==> src/rtl/sys_rst_pkg.sv <==
// Shared state encoding and default timing constants for the reset sequencer.
package sys_rst_pkg;

  typedef enum logic [2:0] {
    ST_PLL_RST   = 3'd0,
    ST_WAIT_LOCK = 3'd1,
    ST_RELEASE   = 3'd2,
    ST_RUN       = 3'd3,
    ST_FAIL      = 3'd4
  } state_e;

  localparam int unsigned PLL_RST_CYC_DEF      = 32'd16;
  localparam int unsigned LOCK_STABLE_CYC_DEF  = 32'd64;
  localparam int unsigned LOCK_TIMEOUT_CYC_DEF = 32'd4096;
  localparam int unsigned N_STAGES_DEF         = 32'd3;
  localparam int unsigned STAGE_GAP_DEF        = 32'd8;
  localparam int unsigned MAX_RETRY_DEF        = 32'd3;

  function automatic int unsigned max3(input int unsigned a, input int unsigned b,
                                       input int unsigned c);
    return (a > b) ? ((a > c) ? a : c) : ((b > c) ? b : c);
  endfunction

endpackage

==> src/rtl/cdc_sync2.sv <==
// Two-flop synchronizer for a single asynchronous level.
module cdc_sync2 (
  input  logic clk,
  input  logic rst,
  input  logic d,
  output logic q
);

  logic meta_q;
  logic sync_q;

  // Two-stage capture of the asynchronous input.
  always_ff @(posedge clk) begin
    if (rst) begin
      meta_q <= 1'b0;
      sync_q <= 1'b0;
    end else begin
      meta_q <= d;
      sync_q <= meta_q;
    end
  end

  assign q = sync_q;

endmodule

==> src/rtl/sys_rst_seq.sv <==
// PLL reset / lock-qualification sequencer with staged, in-order reset release.
module sys_rst_seq
  import sys_rst_pkg::*;
#(
  parameter int unsigned PLL_RST_CYC      = PLL_RST_CYC_DEF,
  parameter int unsigned LOCK_STABLE_CYC  = LOCK_STABLE_CYC_DEF,
  parameter int unsigned LOCK_TIMEOUT_CYC = LOCK_TIMEOUT_CYC_DEF,
  parameter int unsigned N_STAGES         = N_STAGES_DEF,
  parameter int unsigned STAGE_GAP        = STAGE_GAP_DEF,
  parameter int unsigned MAX_RETRY        = MAX_RETRY_DEF
) (
  input  logic                clk,
  input  logic                rst,
  input  logic                pll_locked,
  output logic                pll_rst,
  output logic [N_STAGES-1:0] stage_rst,
  output logic                sys_ready,
  output logic                lock_lost,
  output logic                pll_fail,
  output logic [1:0]          retry_cnt
);

  localparam int PW = $clog2(max3(PLL_RST_CYC, LOCK_TIMEOUT_CYC, STAGE_GAP) + 1);
  localparam int SW = $clog2(LOCK_STABLE_CYC + 1);
  localparam int RW = $clog2(MAX_RETRY + 1);

  logic lock_s;

  cdc_sync2 u_lock_sync (
    .clk (clk),
    .rst (rst),
    .d   (pll_locked),
    .q   (lock_s)
  );

  state_e              state_q,   state_d;
  logic [PW-1:0]       cnt_q,     cnt_d;
  logic [SW-1:0]       stable_q,  stable_d;
  logic [RW-1:0]       retry_q,   retry_d;
  logic                pll_rst_q, pll_rst_d;
  logic [N_STAGES-1:0] stage_q,   stage_d;
  logic                ready_q,   ready_d;
  logic                lost_q,    lost_d;
  logic                fail_q,    fail_d;

  logic          accept_s;
  logic          timeout_s;
  logic [RW-1:0] retry_inc_s;

  // Acceptance is checked before timeout so a coincident cycle still releases.
  assign accept_s    = lock_s && (stable_q == SW'(LOCK_STABLE_CYC - 1));
  assign timeout_s   = (cnt_q == PW'(LOCK_TIMEOUT_CYC - 1));
  assign retry_inc_s = retry_q + RW'(1);

  // Next-state and next-output computation.
  always_comb begin
    state_d   = state_q;
    cnt_d     = cnt_q;
    stable_d  = '0;
    retry_d   = retry_q;
    pll_rst_d = pll_rst_q;
    stage_d   = stage_q;
    ready_d   = 1'b0;
    lost_d    = lost_q;
    fail_d    = 1'b0;
    case (state_q)
      ST_PLL_RST: begin
        pll_rst_d = 1'b1;
        stage_d   = '1;
        if (cnt_q == PW'(PLL_RST_CYC - 1)) begin
          state_d   = ST_WAIT_LOCK;
          cnt_d     = '0;
          pll_rst_d = 1'b0;
        end else begin
          cnt_d = cnt_q + PW'(1);
        end
      end
      ST_WAIT_LOCK: begin
        if (lock_s) begin
          stable_d = (stable_q == SW'(LOCK_STABLE_CYC)) ? stable_q : stable_q + SW'(1);
        end else begin
          stable_d = '0;
        end
        if (accept_s) begin
          state_d  = ST_RELEASE;
          cnt_d    = '0;
          stable_d = '0;
          stage_d  = stage_q << 1'b1;
        end else if (timeout_s) begin
          cnt_d    = '0;
          stable_d = '0;
          retry_d  = retry_inc_s;
          if (retry_inc_s == RW'(MAX_RETRY)) begin
            state_d = ST_FAIL;
            fail_d  = 1'b1;
          end else begin
            state_d   = ST_PLL_RST;
            pll_rst_d = 1'b1;
          end
        end else begin
          cnt_d = cnt_q + PW'(1);
        end
      end
      ST_RELEASE, ST_RUN: begin
        if (!lock_s) begin
          state_d   = ST_PLL_RST;
          cnt_d     = '0;
          retry_d   = '0;
          pll_rst_d = 1'b1;
          stage_d   = '1;
          lost_d    = 1'b1;
        end else if (state_q == ST_RUN || stage_q == '0) begin
          state_d = ST_RUN;
          ready_d = 1'b1;
        end else if (cnt_q == PW'(STAGE_GAP - 1)) begin
          // Shifting in zeros from the LSB keeps releases strictly in order.
          stage_d = stage_q << 1'b1;
          cnt_d   = '0;
        end else begin
          cnt_d = cnt_q + PW'(1);
        end
      end
      ST_FAIL: begin
        pll_rst_d = 1'b0;
        stage_d   = '1;
        fail_d    = 1'b1;
      end
      default: begin
        state_d   = ST_PLL_RST;
        cnt_d     = '0;
        pll_rst_d = 1'b1;
        stage_d   = '1;
      end
    endcase
  end

  // Sequencer state and registered outputs.
  always_ff @(posedge clk) begin
    if (rst) begin
      state_q   <= ST_PLL_RST;
      cnt_q     <= '0;
      stable_q  <= '0;
      retry_q   <= '0;
      pll_rst_q <= 1'b1;
      stage_q   <= '1;
      ready_q   <= 1'b0;
      lost_q    <= 1'b0;
      fail_q    <= 1'b0;
    end else begin
      state_q   <= state_d;
      cnt_q     <= cnt_d;
      stable_q  <= stable_d;
      retry_q   <= retry_d;
      pll_rst_q <= pll_rst_d;
      stage_q   <= stage_d;
      ready_q   <= ready_d;
      lost_q    <= lost_d;
      fail_q    <= fail_d;
    end
  end

  assign pll_rst   = pll_rst_q;
  assign stage_rst = stage_q;
  assign sys_ready = ready_q;
  assign lock_lost = lost_q;
  assign pll_fail  = fail_q;
  assign retry_cnt = 2'(retry_q);

endmodule

==> config.mk <==
export PLATFORM = sky130hd
export DESIGN_NAME = sys_rst_seq
export DESIGN_NICKNAME = d
export VERILOG_FILES = /design/src/rtl/sys_rst_pkg.sv /design/src/rtl/cdc_sync2.sv /design/src/rtl/sys_rst_seq.sv
export SDC_FILE = /design/constraint.sdc
export NUM_CORES = 1
export LEC_CHECK = 0
export CAP_MARGIN = 20
export CORE_MARGIN = 2
export CORE_UTILIZATION = 45
export CTS_CLUSTER_DIAMETER = 100
export DETAILED_ROUTE_END_ITERATION = 8
export HOLD_SLACK_MARGIN = 0.1
export PLACE_DENSITY = 0.72
export SLEW_MARGIN = 20
export SYNTH_ARGS = -nofsm -noshare
export SYNTH_HDL_FRONTEND = slang
export SYNTH_SLANG_ARGS = --single-unit
==> constraint.sdc <==
create_clock -name clk -period 2.4 [get_ports clk]
set_clock_uncertainty 0.1 [all_clocks]
set_input_delay 0.48 -clock clk [delete_from_list [all_inputs] [get_ports clk]]
set_output_delay 0.48 -clock clk [all_outputs]
set_load 0.005 [all_outputs]
# [Yosys cells after proc, flatten, opt, wreduce, memory -nomap -nowiden]
# Index checks and enable logic that the tools add are counted.
[totals] ff_bits=34 input_bits=3 output_inout_bits=9 word_cells=86
[op_classes] addsub=3 n_bitwise=4 n_eq_ne=20 n_reduce_logical=14 muxes=34
[op_table] operator="$mux 13" count=6
[op_table] operator="$pmux 13 s4" count=1
[op_table] operator="$mux 3" count=10
[op_table] operator="$add 13x1->13 const B" count=1
[op_table] operator="$eq 13x12->1 const B" count=1
[op_table] operator="$eq 13x3->1 const B" count=1
[op_table] operator="$eq 13x4->1 const B" count=1
[op_table] operator="$ne 2x2->1 const B" count=6
[op_table] operator="$ne 3x3->1 const B" count=4
[op_table] operator="$pmux 3 s4" count=1
[op_table] operator="$reduce_and 4->1" count=3
[op_table] operator="$mux 1" count=9
[op_table] operator="$add 7x1->7 const B" count=1
[op_table] operator="$eq 7x6->1 const B" count=1
[op_table] operator="$eq 7x7->1 const B" count=1
[op_table] operator="$eq 3x2->1 const B" count=2
[op_table] operator="$logic_not 3->1" count=2
[op_table] operator="$mux 2" count=3
[op_table] operator="$pmux 3 s2" count=1
[op_table] operator="$reduce_or 5->1" count=1
[op_table] operator="$not 1->1" count=4
[op_table] operator="$pmux 1 s4" count=1
[op_table] operator="$pmux 2 s2" count=1
[op_table] operator="$reduce_and 2->1" count=2
[op_table] operator="11 further kinds" count=11

# [Depth between registers and ports, before layout]
# Gate-level depths: netlist of run 1.
[depth] depth_word=6 depth_mapped=7 mapped_depth_nobuf=6

# [Modules after synthesis]
# From an unflattened synthesis of run 1, not the netlist that was laid out.
[hier_totals] hier_cells=196 area_unflattened_um2=1686.6
[modules_own_cells] mod="sys_rst_seq" instances=1 area_per_inst_um2=1634.1 seq_area_each_um2=640.6 cells_each=192
[modules_own_cells] mod="cdc_sync2" instances=1 area_per_inst_um2=52.6 seq_area_each_um2=40.0 cells_each=4

# [Worst setup path before layout of run 1]
# OpenSTA, ideal clock, no wires.
[synth_timing] path_kind="reg-to-reg" start="register cnt_q[0]" end="register cnt_q[9]" path_stages_with_launch=8 arrival_time_ns=1.638 period_less_slack_ns=1.852 required_ns=2.185 path_buffers=1 setup_time_ns=0.115 slack_ns=0.548 path_cell_list="dfxtp_1 ha_1 nand3_1 nor4_4 a2bb2oi_2 a41o_1 buf_4 nor2_1"
[synth_via] elab_chain_len=5 elab_cells_between_ends=11 classes_between="1 x add/sub; 3 x eq/ne; 7 x mux"
[synth_lines] element="start: declaration" line="sys_rst_seq.sv:37" rtl="logic [PW-1:0] cnt_q, cnt_d;"
[synth_lines] element="start signal: assignment" line="sys_rst_seq.sv:151" rtl="cnt_q <= cnt_d;"
[synth_lines] element="$add 13x1->13 or $eq 13x3->1 (tied branches)"
[synth_lines] element="$mux 13" line="sys_rst_seq.sv:115" rtl="end else if (cnt_q == PW'(STAGE_GAP - 1)) begin"
[synth_lines] element="$mux 13" line="sys_rst_seq.sv:112" rtl="end else if (state_q == ST_RUN || stage_q == '0) begin"
[synth_lines] element="$mux 13" line="sys_rst_seq.sv:105" rtl="if (!lock_s) begin"
[synth_lines] element="$pmux 13 s4 *" line="sys_rst_seq.sv:66" rtl="case (state_q)"
# Every way passes the cells marked *; elsewhere a longest branch is shown, timed or not. The select of a mux whose other input is x is not followed.
# A chain may end at the register's enable or synchronous reset.

# [Worst setup path after layout of run 1]
[layout_timing] start="register cnt_q[0]" end="register cnt_q[12]"
# The elaborated chain is that of the path after synthesis.

==> results of run 1 <==
==> power breakdown <==
group	total, mW	switching (mW)	internal (mW)	leakage (nW)
registers	0.586	0.0113	0.575	0.275
logic	0.0584	0.0301	0.0283	0.420
clock network	0.435	0.203	0.231	0.0482
total	1.08	0.245	0.834	0.743
==> worst min path at each step <==
stage / to / depth (start not counted)
after floorplan: u_lock_sync.q / 1
after global placement: u_lock_sync.q / 1
after detailed placement: lock_lost / 2
after CTS: lock_lost / 2
after global routing: u_lock_sync.q / 1
final: lock_lost / 2
==> cells in the final DEF (no fill, tap or decap), types with 2 or more instances in the layout <==
cell	Yosys	layout
sky130_fd_sc_hd__dfxtp_1	34	34
sky130_fd_sc_hd__nand4b_1	2	2
sky130_fd_sc_hd__mux2i_1	3	3
sky130_fd_sc_hd__nand2_1	13	13
sky130_fd_sc_hd__nand3b_1	2	2
sky130_fd_sc_hd__and3b_1	2	2
sky130_fd_sc_hd__o21ai_0	2	2
sky130_fd_sc_hd__nand3_1	13	13
sky130_fd_sc_hd__xor2_1	13	13
sky130_fd_sc_hd__mux2_2	2	2
sky130_fd_sc_hd__inv_1	7	7
sky130_fd_sc_hd__nor2b_1	2	2
sky130_fd_sc_hd__clkdlybuf4s50_1	0	11
sky130_fd_sc_hd__and4_1	3	3
sky130_fd_sc_hd__nor3_1	9	9
sky130_fd_sc_hd__nand2b_1	3	3
sky130_fd_sc_hd__ha_1	4	4
sky130_fd_sc_hd__and3_1	5	5
sky130_fd_sc_hd__nor2_1	30	30
sky130_fd_sc_hd__and4b_1	2	2
sky130_fd_sc_hd__a21oi_1	5	5
sky130_fd_sc_hd__nand4_1	2	2
sky130_fd_sc_hd__xnor2_1	5	5
sky130_fd_sc_hd__clkbuf_8	0	6
sky130_fd_sc_hd__buf_4	1	3
==> critical path, cell delays in order, from the launching register on <==
cell and delay, ns:
sky130_fd_sc_hd__dfxtp_1 0.37, sky130_fd_sc_hd__ha_1 0.23, sky130_fd_sc_hd__nand3_1 0.16, sky130_fd_sc_hd__nor4_4 0.38, sky130_fd_sc_hd__a2bb2oi_2 0.24, sky130_fd_sc_hd__a41o_1 0.46
sky130_fd_sc_hd__nor2_1 0.11
==> metrics by stage <==
stage	cell area [µm²]	util [%]	power (mW)	hold slack (ns)
finish	1930	53.5	1.08	0.349
detailed placement	1840	51.0	0.657	0.343
floorplan	1670	-	0.642	0.314
CTS	1930	53.5	1.09	0.352
global route	1930	53.5	1.13	0.386
global placement	1840	51.0	0.657	0.318
==> area by class of cell <==
cell class | instances | area (µm²)
inverters | 7 | 26.3
repair buffers | 14 | 133
clock buffers | 7 | 86.3
well taps | 48 | 60.1
fillers | 344 | 1680
clock inverters | 1 | 5.00
multi-input cells | 142 | 938
flip-flops and latches | 34 | 681
==> routing by layer <==
metal | part of all wire [%] | track usage [%]
met1 | 51 | 22.2
met2 | 44 | 25.9
met3 | 3.7 | 4.86
met4 | 1.7 | 7.45
met5 | 0 | 0
==> cell families after synthesis <==
family                   after synthesis  synth area share, %
adder cells (fa/ha/maj)                4                 3.01
multiplexers                           5                 3.16
AND/OR/NAND/NOR                       98                 33.2
flip-flops                            34                 40.9
AO/OA/AOI/OAI                         17                 7.51
XOR/XNOR                              18                 9.47
buffers and inverters                 11                 2.78
==> registers in the layout (all words and copies together), names as in the netlist <==
signal / cells
stage_rst: 3
u_lock_sync.meta_q: 1
retry_cnt: 2
state_q: 3
pll_fail: 1
lock_lost: 1
pll_rst: 1
cnt_q: 13
stable_q: 7
sys_ready: 1
u_lock_sync.q: 1
==> implementation parameters, run 1 <==
Parameter                              Value

Run status
  Result of the run    finished, final reports clean

Pwr
  Power per standard cell area    559 mW/mm²
  Worst IR Drop VDD    0.312 mV
  LEAKAGE    0.743 nW

Critical path
  Arr. time, crit path    2.23 ns
  Register-to-register path setup slack    0.23 ns
  Highest fanout seen on the critical path    12
  Worst EP required    2.46 ns
  Critical path capture point type    register
  Crit path from    cnt_q[0]
  Worst setup endpoint    cnt_q[12]
  FF-to-FF path depth    6
  Start of the worst register-to-register path    cnt_q[0]
  CP Launch Type    register
  Worst reg2reg path endpoint    cnt_q[12]
  Critical path class    reg -> reg

Clock tree
  Longest Clk Path Bufs    2
  Clock Pin Slew Worst Setup and Hold Paths    0.07 ns
  Clk_lat worst skew    0.29 ns
  Post-cts sizing count    0
  H-tree Lvls    2
  Inserted Clock Buffers    5
  CTS tree    built
  Clock Sinks    34
  CTS hold repair buffers    0
  Buffer count from post-CTS setup fixing    0
  Cell at the root of the clock tree    sky130_fd_sc_hd__clkbuf_8

Cells and area
  Ratio of cells with drive above 1 in the final layout    9.76%
  ANT cells    0
  Final-stage net count    211
  Number of standard cells in the layout, taps in and fillers out    253
  Synthesis-to-finish area growth    15.9%

Yosys
  Post-Synthesis Net Count    194
  Count of flip-flops with a built-in enable after synthesis    0
  YS warnings    0
  Cell variety after synth    45
  Post-Synthesis Cells    187
  Sequential area share after synthesis    40.9%
  Cell types with the largest area share after synthesis    sky130_fd_sc_hd__dfxtp_1 (41%), sky130_fd_sc_hd__xor2_1 (6.8%), sky130_fd_sc_hd__nor2_1 (6.8%)
  Leading cell types by count after synthesis    sky130_fd_sc_hd__dfxtp_1 (34), sky130_fd_sc_hd__nor2_1 (30), sky130_fd_sc_hd__nand2_1 (13), sky130_fd_sc_hd__nand3_1 (13), sky130_fd_sc_hd__xor2_1 (13)
  Number of register bits inferred by synthesis    34
  Most common cell in the synthesized netlist    sky130_fd_sc_hd__dfxtp_1
  Share of flip-flops with an asynchronous set or reset    0%
  Post-Synthesis Cell Area    0.00167 mm²
  Most used DFF post-synth    sky130_fd_sc_hd__dfxtp_1
  Post-synthesis average cell area    8.91 µm²
  Cell taking the most area after synthesis    sky130_fd_sc_hd__dfxtp_1
  Post-synth top area share    40.9%

STA
  Achievable Freq    0.460 GHz
  Worst setup margin    0.226 ns
  Final cycle utilization of the critical path    90.6%
  Unrepaired setup endpoints after global routing    false
  Worst slew margin    70.6%
  Total of endpoints with negative setup slack in the final report    0
  Worst Max-Slew Pin Slew    0.440 ns
  Final count of hold timing violations    0
  Setup TNS    0 ns
  Time the worst path needs with I/O delays and setup    2.17 ns
  Final Slew Violations    0

Global routing
  First-pass GRT wire length    5490 µm
  Via count of the first global-routing pass    1226
  Initial antenna violation count    0
  Maximum number of pins on one net before global-route repair    15
  Leftover overflow at the end of global routing    0
  Total track usage    17.0%

Placement
  Number of placed instances, taps included    245
  Port-buffer cells    11
  Setup slack at placement    0.218 ns
  Placed wire-length estimate after detailed placement    2210 µm
  Placer congestion estimate    0.876

Floorplan
  Die Height    64.8 µm
  Number of top-level pins    12
  DIE WIDTH    64.8 µm
  Initial cell density of the core    46.2%
  Number of placement rows    22
  Area inside the core boundary    0.00361 mm²
  Full die area    0.00420 mm²

Worst hold path
  Origin of the worst min-delay path    lock_lost
  Class of the worst hold path    reg -> reg

Detailed routing
  Detailed router's first-iteration violation count    48
  Final antenna-violating net count    0
  Final WL    3030 µm
  Post-DR vias/cell    5.09
  DR WL/cell    12.0 µm
  Detailed-route DRC error count    0
  Via count    1289
  Length of the first detailed-routing pass in iterations    4

Job
  Max-cap violation count    0
(Power assumes the default switching activity.)
==> run 2: changes to the inputs <==
CELL_PAD_IN_SITES_DETAIL_PLACEMENT = 0   (was unset)
CELL_PAD_IN_SITES_GLOBAL_PLACEMENT = 2   (was unset)
CORE_UTILIZATION = 35   (was 45)
PLACE_DENSITY = 0.84   (was 0.72)
==> implementation parameters, run 2 (synthesis gave the netlist of run 1 again) <==
Parameter                              Value

Placement
  Placed instance area    0.00185 mm²
  Placer congestion estimate    0.771
  Setup slack at placement    0.204 ns
  Port-buffer cells    11
  Placed wire-length estimate after detailed placement    2490 µm

Cells and area
  Ratio of cells with drive above 1 in the final layout    10.7%
  Final std cell area, no fill    0.00194 mm²
  Largest register FFs    13
  Final-stage net count    211
  Commonest cells after routing, fill and taps aside    sky130_fd_sc_hd__dfxtp_1 (34), sky130_fd_sc_hd__nor2_1 (30), sky130_fd_sc_hd__nand3_1 (13), sky130_fd_sc_hd__xor2_1 (13), sky130_fd_sc_hd__nand2_1 (13)
  Leading registers by flop count    cnt_q x13, stable_q x7
  Leading cell type in the layout, fill and taps excluded    sky130_fd_sc_hd__dfxtp_1
  Most flop-heavy register    cnt_q
  ANT cells    0
  Synthesis-to-finish area growth    16.6%

STA
  Unrepaired setup endpoints after global routing    false
  Total of endpoints with negative setup slack in the final report    0
  Final count of hold timing violations    0
  Worst setup margin    0.323 ns
  Setup TNS    0 ns
  Final Slew Violations    0
  Achievable Freq    0.482 GHz
  Final cycle utilization of the critical path    86.5%
  Worst slew margin    70.6%
  Time the worst path needs with I/O delays and setup    2.08 ns
  Worst Max-Slew Pin Slew    0.440 ns

Worst hold path
  Worst Hold Path EP    u_lock_sync.q
  Cell depth of the worst hold path    1
  Origin of the worst min-delay path    u_lock_sync.meta_q
  Class of the worst hold path    reg -> reg

Floorplan
  Area inside the core boundary    0.00466 mm²
  Full die area    0.00533 mm²
  Initial cell density of the core    35.7%
  Number of top-level pins    12
  Number of placement rows    25
  Die Height    73.0 µm
  DIE WIDTH    73.0 µm

Critical path
  Slowest cell on the critical path    sky130_fd_sc_hd__dfxtp_1
  Crit-path cells    ha_1 -> nand3_1 -> nor4_4 -> a2bb2oi_2 -> a41o_2 -> nor2_1
  Register-to-register path setup slack    0.32 ns
  FF-to-FF path depth    6
  CP Launch Type    register
  Arr. time, crit path    2.15 ns
  Crit path largest cell delay    0.38 ns
  Worst reg2reg path endpoint    cnt_q[2]
  Worst EP required    2.48 ns
  Critical path class    reg -> reg
  Critical path capture point type    register
  Start of the worst register-to-register path    cnt_q[0]
  Highest fanout seen on the critical path    12

Global routing
  Initial antenna violation count    0
  Leftover overflow at the end of global routing    0
  Total track usage    13.7%
  First-pass GRT wire length    5600 µm
  Via count of the first global-routing pass    1265
  Maximum number of pins on one net before global-route repair    15

Detailed routing
  Detailed-route DRC error count    0
  Final antenna-violating net count    0
  Post-DR vias/cell    5.07
  Via count    1314
  Final WL    3340 µm
  Length of the first detailed-routing pass in iterations    4
  DR WL/cell    12.9 µm
  Detailed router's first-iteration violation count    56

Clock tree
  Clock Pin Slew Worst Setup and Hold Paths    0.07 ns
  Clk_lat worst skew    0.29 ns
  Inserted Clock Buffers    5
  Longest Clk Path Bufs    2
  Clock Sinks    34
  CTS tree    built
  H-tree Lvls    2
  CTS hold repair buffers    0
  Cell at the root of the clock tree    sky130_fd_sc_hd__clkbuf_8

Run status
  Result of the run    finished, final reports clean

Pwr
  Power per standard cell area    563 mW/mm²
  LEAKAGE    0.741 nW
  Total Power    1.09 mW
  Worst IR Drop VDD    0.314 mV

Job
  Max-cap violation count    0
-- run 2: cell count changes in the layout (fill, tap and decap cells not counted), sizes merged --
cell | previous run | this run
clkbuf | 7 | 6
clkinvlp | 0 | 1
-- run 2: timing repair --
action,4_1_cts,5_1_grt
buffers inserted,0,0
setup endpoints to repair,0,3
resized for setup,0,1
-- run 2: worst max-delay path, delay by kind of cell, from the launching register on --
family | cells | cell delay, ns
and+or+nand+nor | 3 | 0.63
AOI/OAI and AO/OA | 2 | 0.62
adders and majority gates | 1 | 0.23
DFF | 1 | 0.38
-- run 2: per-layer routing --
layer	GRT usage [%]	vias to the layer above	share of wire (%)
met4	7.82	0	2.0
met1	16.7	609	48
met3	3.45	7	2.8
met5	0	-	0
met2	21.6	15	48
li1	-	683	-
-- run 2: how the worst max path moves through the flow --
stage                   from    endpoint  slack, ns  cells after the start
finish              cnt_q[0]    cnt_q[2]       0.32                      6
CTS                 cnt_q[0]    cnt_q[2]       0.17                      6
detailed placement  cnt_q[0]   cnt_q[10]       0.20                      6
global route        cnt_q[0]  state_q[0]       0.14                      6
floorplan           cnt_q[0]    cnt_q[9]       0.55                      7
global placement    cnt_q[0]    cnt_q[3]       0.28                      6
-- run 2: power by group --
group / total (mW) / internal (mW) / switching [mW]
combinational: 0.0602 / 0.0288 / 0.0314
clock: 0.446 / 0.230 / 0.216
sequential: 0.586 / 0.575 / 0.0118
total: 1.09 / 0.834 / 0.259
-- run 2: cell type report --
class	instances	area (µm²)
Sequential cell	34	681
Fill cell	460	2720
Clock buffer	6	82.6
Multi-Input combinational cell	142	940
Inverter	7	26.3
Timing Repair Buffer	14	133
Tap cell	54	67.6
Clock inverter	2	12.5
-- run 2: stage by stage --
step | instances | util (%) | hold slack (ns)
floorplan | 187 | - | 0.314
global placement | 251 | 39.6 | 0.321
detailed placement | 251 | 39.6 | 0.327
CTS | 259 | 41.6 | 0.345
global route | 259 | 41.7 | 0.359
finish | 259 | 41.7 | 0.343
